$ cat config.mk
export PLATFORM = sky130hd
export DESIGN_NAME = tone_sq_wave_gen
export DESIGN_NICKNAME = d
export VERILOG_FILES = /design/src/rtl/tone_sq_wave_gen.sv
export SDC_FILE = /design/constraint.sdc
export NUM_CORES = 1
export LEC_CHECK = 0
export ABC_AREA = 1
export BUFFER_PORTS_ARGS = -buffer_cell sky130_fd_sc_hd__buf_2
export CAP_MARGIN = 20
export CORE_UTILIZATION = 35
export CTS_BUF_LIST = sky130_fd_sc_hd__clkbuf_2
export DETAILED_ROUTE_END_ITERATION = 8
export PLACE_DENSITY = 0.62
export SYNTH_ARGS = -nofsm -noshare
export SYNTH_HDL_FRONTEND = slang
export SYNTH_SLANG_ARGS = --single-unit
$ cat constraint.sdc
create_clock -name clk -period 4.3 [get_ports clk]
set_clock_uncertainty 0.1 [all_clocks]
set_input_delay 0.43 -clock clk [delete_from_list [all_inputs] [get_ports clk]]
set_output_delay 0.43 -clock clk [all_outputs]
set_load 0.02 [all_outputs]
$ cat src/rtl/tone_sq_wave_gen.sv
// tone_sq_wave_gen: square-wave tone source for the audio PWM DAC path.
// Emits a CODE_WIDTH-bit code swinging +/-amp around MID_CODE, stepping
// only on next_sample. Period/amplitude are reprogrammed through a
// one-deep valid/ready slot and applied only at phase boundaries.
//
// Ports:
//   clk, rst            clock, async active-high reset
//   next_sample         one-cycle sample strobe
//   enable              1 = run tone, 0 = mute at MID_CODE
//   cfg_valid/ready     config handshake (ready = slot empty)
//   cfg_high_len        high-phase length in samples (0 acts as 1)
//   cfg_low_len         low-phase length (only with SQ_WAVE_DUTY_EN)
//   cfg_amp             amplitude
//   code                registered DAC sample code
//   phase_high          registered current phase
//   cycle_done          one-cycle pulse on each high->low transition
//
// Build option: define SQ_WAVE_DUTY_EN for an independent low-phase
// length (asymmetric duty). Without it the low phase mirrors high_len.

module tone_sq_wave_gen #(
    parameter int CODE_WIDTH       = 10,
    parameter int LEN_WIDTH        = 16,
    parameter int MID_CODE         = 512,
    parameter int DEFAULT_HIGH_LEN = 139,
    parameter int DEFAULT_AMP      = 50
) (
    input  logic                  clk,
    input  logic                  rst,
    input  logic                  next_sample,
    input  logic                  enable,
    input  logic                  cfg_valid,
    output logic                  cfg_ready,
    input  logic [LEN_WIDTH-1:0]  cfg_high_len,
`ifdef SQ_WAVE_DUTY_EN
    input  logic [LEN_WIDTH-1:0]  cfg_low_len,
`endif
    input  logic [CODE_WIDTH-2:0] cfg_amp,
    output logic [CODE_WIDTH-1:0] code,
    output logic                  phase_high,
    output logic                  cycle_done
);

    localparam int AW = CODE_WIDTH - 1;
    localparam int SW = CODE_WIDTH + 1;

    localparam logic [CODE_WIDTH-1:0] MID_C   = CODE_WIDTH'(MID_CODE);
    localparam logic [CODE_WIDTH-1:0] MAX_C   = {CODE_WIDTH{1'b1}};
    localparam logic [LEN_WIDTH-1:0]  DEF_LEN = LEN_WIDTH'(DEFAULT_HIGH_LEN);
    localparam logic [AW-1:0]         DEF_AMP = AW'(DEFAULT_AMP);
    localparam logic [LEN_WIDTH-1:0]  ONE_L   = LEN_WIDTH'(1);

    // ST_MUTE: not yet started since enable rose (or muted);
    // the first advance out of it is a boundary into ST_HIGH.
    typedef enum logic [1:0] {
        ST_MUTE = 2'd0,
        ST_HIGH = 2'd1,
        ST_LOW  = 2'd2
    } state_t;

    state_t                  state_q;
    logic [LEN_WIDTH-1:0]    cnt_q;
    logic [LEN_WIDTH-1:0]    high_len_q;
    logic [AW-1:0]           amp_q;
    logic                    pend_vld_q;
    logic [LEN_WIDTH-1:0]    pend_len_q;
    logic [AW-1:0]           pend_amp_q;
    logic [CODE_WIDTH-1:0]   code_q;
    logic                    phase_high_q;
    logic                    cycle_done_q;
`ifdef SQ_WAVE_DUTY_EN
    logic [LEN_WIDTH-1:0]    low_len_q;
    logic [LEN_WIDTH-1:0]    pend_low_q;
`endif

    logic                    adv;
    logic [LEN_WIDTH-1:0]    hl_eff;
    logic [LEN_WIDTH-1:0]    ll_eff;
    logic [LEN_WIDTH-1:0]    cur_len;
    logic                    boundary;
    logic                    apply;
    logic                    capture;
    logic [AW-1:0]           amp_nx;
    logic [SW-1:0]           hi_sum;
    logic [SW-1:0]           lo_dif;
    logic [CODE_WIDTH-1:0]   hi_code;
    logic [CODE_WIDTH-1:0]   lo_code;

    always_comb begin
        adv    = enable & next_sample;
        hl_eff = (high_len_q == '0) ? ONE_L : high_len_q;
`ifdef SQ_WAVE_DUTY_EN
        ll_eff = (low_len_q == '0) ? ONE_L : low_len_q;
`else
        ll_eff = hl_eff;
`endif
        cur_len  = (state_q == ST_HIGH) ? hl_eff : ll_eff;
        boundary = adv & ((state_q == ST_MUTE) | (cnt_q == cur_len - ONE_L));
        // Slot is only applied if it was already full at cycle start,
        // so a same-cycle capture waits for the following boundary.
        apply    = pend_vld_q & (boundary | ~enable);
        capture  = cfg_valid & ~pend_vld_q;
        // Code for the phase starting now must use the amp applied now.
        amp_nx   = apply ? pend_amp_q : amp_q;
        hi_sum   = SW'(MID_C) + SW'(amp_nx);
        lo_dif   = SW'(MID_C) - SW'(amp_nx);
        hi_code  = (hi_sum > SW'(MAX_C)) ? MAX_C : hi_sum[CODE_WIDTH-1:0];
        lo_code  = lo_dif[SW-1] ? '0 : lo_dif[CODE_WIDTH-1:0];
    end

    always_ff @(posedge clk or posedge rst) begin
        if (rst) begin
            state_q      <= ST_MUTE;
            cnt_q        <= '0;
            high_len_q   <= DEF_LEN;
            amp_q        <= DEF_AMP;
            pend_vld_q   <= 1'b0;
            pend_len_q   <= '0;
            pend_amp_q   <= '0;
            code_q       <= MID_C;
            phase_high_q <= 1'b0;
            cycle_done_q <= 1'b0;
`ifdef SQ_WAVE_DUTY_EN
            low_len_q    <= DEF_LEN;
            pend_low_q   <= '0;
`endif
        end else begin
            if (capture) begin
                pend_vld_q <= 1'b1;
                pend_len_q <= cfg_high_len;
                pend_amp_q <= cfg_amp;
`ifdef SQ_WAVE_DUTY_EN
                pend_low_q <= cfg_low_len;
`endif
            end else if (apply) begin
                pend_vld_q <= 1'b0;
            end

            if (apply) begin
                high_len_q <= pend_len_q;
                amp_q      <= pend_amp_q;
`ifdef SQ_WAVE_DUTY_EN
                low_len_q  <= pend_low_q;
`endif
            end

            cycle_done_q <= 1'b0;

            if (!enable) begin
                state_q      <= ST_MUTE;
                cnt_q        <= '0;
                phase_high_q <= 1'b0;
                code_q       <= MID_C;
            end else if (boundary) begin
                cnt_q <= '0;
                unique case (state_q)
                    ST_HIGH: begin
                        state_q      <= ST_LOW;
                        phase_high_q <= 1'b0;
                        code_q       <= lo_code;
                        cycle_done_q <= 1'b1;
                    end
                    default: begin
                        state_q      <= ST_HIGH;
                        phase_high_q <= 1'b1;
                        code_q       <= hi_code;
                    end
                endcase
            end else if (adv) begin
                cnt_q <= cnt_q + ONE_L;
            end
        end
    end

    assign cfg_ready  = ~pend_vld_q;
    assign code       = code_q;
    assign phase_high = phase_high_q;
    assign cycle_done = cycle_done_q;

endmodule

==> qor.txt <==
Kind of launch point of the worst setup path = flop
Syn Nets = 539
Fraction of power consumed by sequential logic = 0.463
Number of top-level pins = 43
Initial antenna violation count = 1
Final antenna-violating net count = 0
Clock Tree Buf Depth = 2
Shortest clock period the worst path allows after layout = 3.86 ns
Total count of hold-check failures in the final report = 0
Primary FF master, synth = sky130_fd_sc_hd__dfrtp_1
Global routing usage summed across all routing layers = 0.164
Height of the chip = 112 um
Number of standard cells after synthesis = 506
Skew-Pair Late Insertion Delay = 0.55 ns
Highest clock frequency the design can meet = 259 MHz
Number of placed cells counting well taps = 683
Clk network pwr share = 0.172
Routed wirelength normalized by instance count = 13.0 um
Flops & latches, synth = 80
Iteration count of the initial detailed-routing pass = 7
Number of warnings issued by yosys = 0
Synth Cell Area = 4220 um^2
Layout cell share with drive strength beyond 1 = 0.204
Max stage delay on crit path = 0.50 ns
Outcome = complete, but fails checks
Failing checks = DRC
Most frequently used cell type in the post-synthesis netlist = sky130_fd_sc_hd__nand2_1
Part of the total power dissipated in combinational logic = 0.365
P per Cell Area = 473 nW/um^2
Number of slew-limit violations in the final report = 0
Average via count per standard cell = 4.72
CP arrival = 4.24 ns
Storage cell area = 2010 um^2
GRT Residual Overflow = 0
Final weighted congestion in routability-driven placement = 0.955
Maximum capacitance violations = 0
Buffers plus inverters on the worst setup path = 2
TritonCTS Buffers = 9
Fraction of the cycle the final worst path needs = 0.898
Dominant cell type by count on the critical path = sky130_fd_sc_hd__nand2_1
Worst Tran Pin Value = 0.752 ns
Number of distinct library cell variants in the gate-level netlist after synthesis = 36
Unrepaired setup endpoints after global routing = no
Final wirelength = 9.42 mm
Placement row count = 39
Initial drt markers = 250
Pin count of the biggest net entering global routing = 43
Combined area of the multi-input logic cells = 1880 um^2
Ranking of synthesized cells by instance count = sky130_fd_sc_hd__nand2_1, sky130_fd_sc_hd__dfrtp_1, sky130_fd_sc_hd__inv_1
Clock tree from TritonCTS = built
Via count of the first global-routing pass = 3433
Final nets = 606
P_int = 0.00140 W
Worst-path fanout max = 23
Routed vias = 3410
Final setup fails = 0
Net Switching = 0.000920 W
Clk root buf = sky130_fd_sc_hd__clkbuf_2
Number of sinks on the clock net = 80
Proportion of netlist area held by the largest area contributor = 0.427
Average size of a mapped cell = 8.34 um^2
Initial cell density of the core = 0.365
# DRC = 2
Top area cells in the synthesized netlist = sky130_fd_sc_hd__dfrtp_1, sky130_fd_sc_hd__nand2_1, sky130_fd_sc_hd__inv_1, sky130_fd_sc_hd__dfstp_2, sky130_fd_sc_hd__nor2_1
IO Port Bufs = 42
Worst supply voltage drop on vdd = 0.252 mV
Detailed placement HPWL = 7.05 mm
Slowest stage cell on the critical path = sky130_fd_sc_hd__dfrtp_2
Share of async-settable or async-resettable flops after synthesis = 1.00
Share of the yosys chip area belonging to registers = 0.477
Relative slew slack = 0.498
Area delta synth->final = 16.0%
Switch share = 0.397
Kind of cell adding the most delay to the critical path = simple AND/OR/NAND/NOR gates
Number of enable flip-flop cells after synthesis = 0
Total Die Area = 12500 um^2
H-tree depth reported by CTS = 3
Clock slew at the register clock pins of the worst setup and hold paths = 0.24 ns
Critical Path RT = 4.68 ns
Area leader, netlist = sky130_fd_sc_hd__dfrtp_1
Die W = 112 um
Worst hold-check slack = 0.0343 ns
Start-to-end type of the worst setup path = reg2reg
Fill cell count = 1137
Critical Path Sink Type = flop
Reported leakage power = 2.42 nW
Non-filler cells, final = 722
Placeable core region = 11600 um^2
Global-route wire length before repair = 16.3 mm
Total negative slack = 0 ns
Hold Path Class = in2reg
logic make-up after synthesis:
logic type	synth area share
compound gates	0.0465
buf+inv	0.0806
xor+xnor	0.0522
simple gates	0.298
fa+ha+maj	0.00889
flops	0.477
mux	0.0373
metal layers:
metal | vias to the layer above | part of all wire | track usage
met1 | 1606 | 0.49 | 0.221
li1 | 1722 | - | -
met5 | - | 0 | 0
met2 | 71 | 0.45 | 0.263
met4 | 0 | 0.014 | 0.0640
met3 | 11 | 0.046 | 0.0289
path summary, 6_finish.rpt:
check                                 start              to  depth (start not counted)  slack, ns
min reg2reg                  pend_len_q[14]  high_len_q[14]                          2       0.38
max                           high_len_q[2]         code[6]                         29       0.44
max in group asynchronous               rst   high_len_q[1]                          4       2.67
min                        cfg_high_len[10]  pend_len_q[10]                          2       0.03
min in group asynchronous               rst         code[7]                          3       0.39
max reg2reg                   high_len_q[2]         code[6]                         29       0.44
placed cells by master, fill, tap and decap left out, types with 2 or more instances in the layout:
| cell type | count |
|---|---|
| sky130_fd_sc_hd__ha_1 | 3 |
| sky130_fd_sc_hd__inv_2 | 3 |
| sky130_fd_sc_hd__xor2_1 | 15 |
| sky130_fd_sc_hd__xnor3_1 | 2 |
| sky130_fd_sc_hd__nand2_8 | 2 |
| sky130_fd_sc_hd__buf_2 | 42 |
| sky130_fd_sc_hd__a21oi_1 | 14 |
| sky130_fd_sc_hd__clkinv_1 | 3 |
| sky130_fd_sc_hd__dfstp_2 | 8 |
| sky130_fd_sc_hd__nand2_1 | 126 |
| sky130_fd_sc_hd__clkbuf_2 | 10 |
| sky130_fd_sc_hd__nand3_2 | 3 |
| sky130_fd_sc_hd__mux2_2 | 14 |
| sky130_fd_sc_hd__nand2_2 | 9 |
| sky130_fd_sc_hd__nand2_4 | 6 |
| sky130_fd_sc_hd__dfrtp_1 | 71 |
| sky130_fd_sc_hd__buf_4 | 5 |
| sky130_fd_sc_hd__xnor2_1 | 5 |
| sky130_fd_sc_hd__o21ai_1 | 4 |
| sky130_fd_sc_hd__o211ai_1 | 2 |
| sky130_fd_sc_hd__dlygate4sd3_1 | 19 |
| sky130_fd_sc_hd__nor2_4 | 5 |
| sky130_fd_sc_hd__nor2_1 | 55 |
| sky130_fd_sc_hd__o21ai_0 | 17 |
| sky130_fd_sc_hd__nand4_1 | 9 |
| sky130_fd_sc_hd__inv_1 | 66 |
| sky130_fd_sc_hd__nor3b_1 | 5 |
| sky130_fd_sc_hd__clkinv_2 | 2 |
| sky130_fd_sc_hd__nor2_2 | 3 |
| sky130_fd_sc_hd__nor3_1 | 7 |
| sky130_fd_sc_hd__nand3_1 | 35 |
sequential cells by signal, summed over array words and instances (netlist names):
| name | count |
|---|---|
| high_len_q | 16 |
| cycle_done | 1 |
| amp_q | 9 |
| pend_len_q | 16 |
| pend_vld_q | 1 |
| code | 10 |
| state_q | 2 |
| cnt_q | 16 |
| pend_amp_q | 9 |
power by group through the flow:
stage               combinational [W]  clock (W)  sequential [W]
finish                       0.000846   0.000398         0.00107
global route                 0.000957   0.000438         0.00110
CTS                          0.000838   0.000411         0.00107
detailed placement           0.000820          0         0.00109
global placement             0.000812          0         0.00108
floorplan                    0.000618          0         0.00108
area by class of cell:
| type | instances | share of cell area |
|---|---|---|
| Multi-Input combinational cell | 344 | 0.384 |
| Sequential cell | 80 | 0.411 |
| Clock inverter | 6 | 0.0120 |
| Antenna cell | 1 | 0.000511 |
| Tap cell | 143 | 0.0365 |
| Inverter | 72 | 0.0560 |
| Clock buffer | 10 | 0.0102 |
| Timing Repair Buffer | 66 | 0.0894 |
per-stage QoR:
stage	power [W]	area [um^2]	worst slack [ns]	utilization
2_1_floorplan	0.00169	4220	1.04	-
6_report	0.00232	4900	0.439	0.423
3_5_place_dp	0.00191	4570	0.356	0.395
4_1_cts	0.00232	4870	0.367	0.421
5_1_grt	0.00249	4900	0.00274	0.423
3_3_place_gp	0.00189	4570	0.436	0.395
worst register-to-register path, delay by kind of cell (launching register included):
kind | cells | cell delay [ns]
XOR/XNOR | 1 | 0.16
adder cells (fa/ha/maj) | 2 | 0.46
buffers and inverters | 2 | 0.12
flip-flops | 1 | 0.50
AND/OR/NAND/NOR | 24 | 2.49
what timing repair did:
item,in CTS,in global routing
endpoints found under the setup margin,0,3
buffers inserted,0,2
hold endpoints to repair,55,0
hold buffers,19,0
resized for setup,0,1
Power figures use the tool's default switching activity.
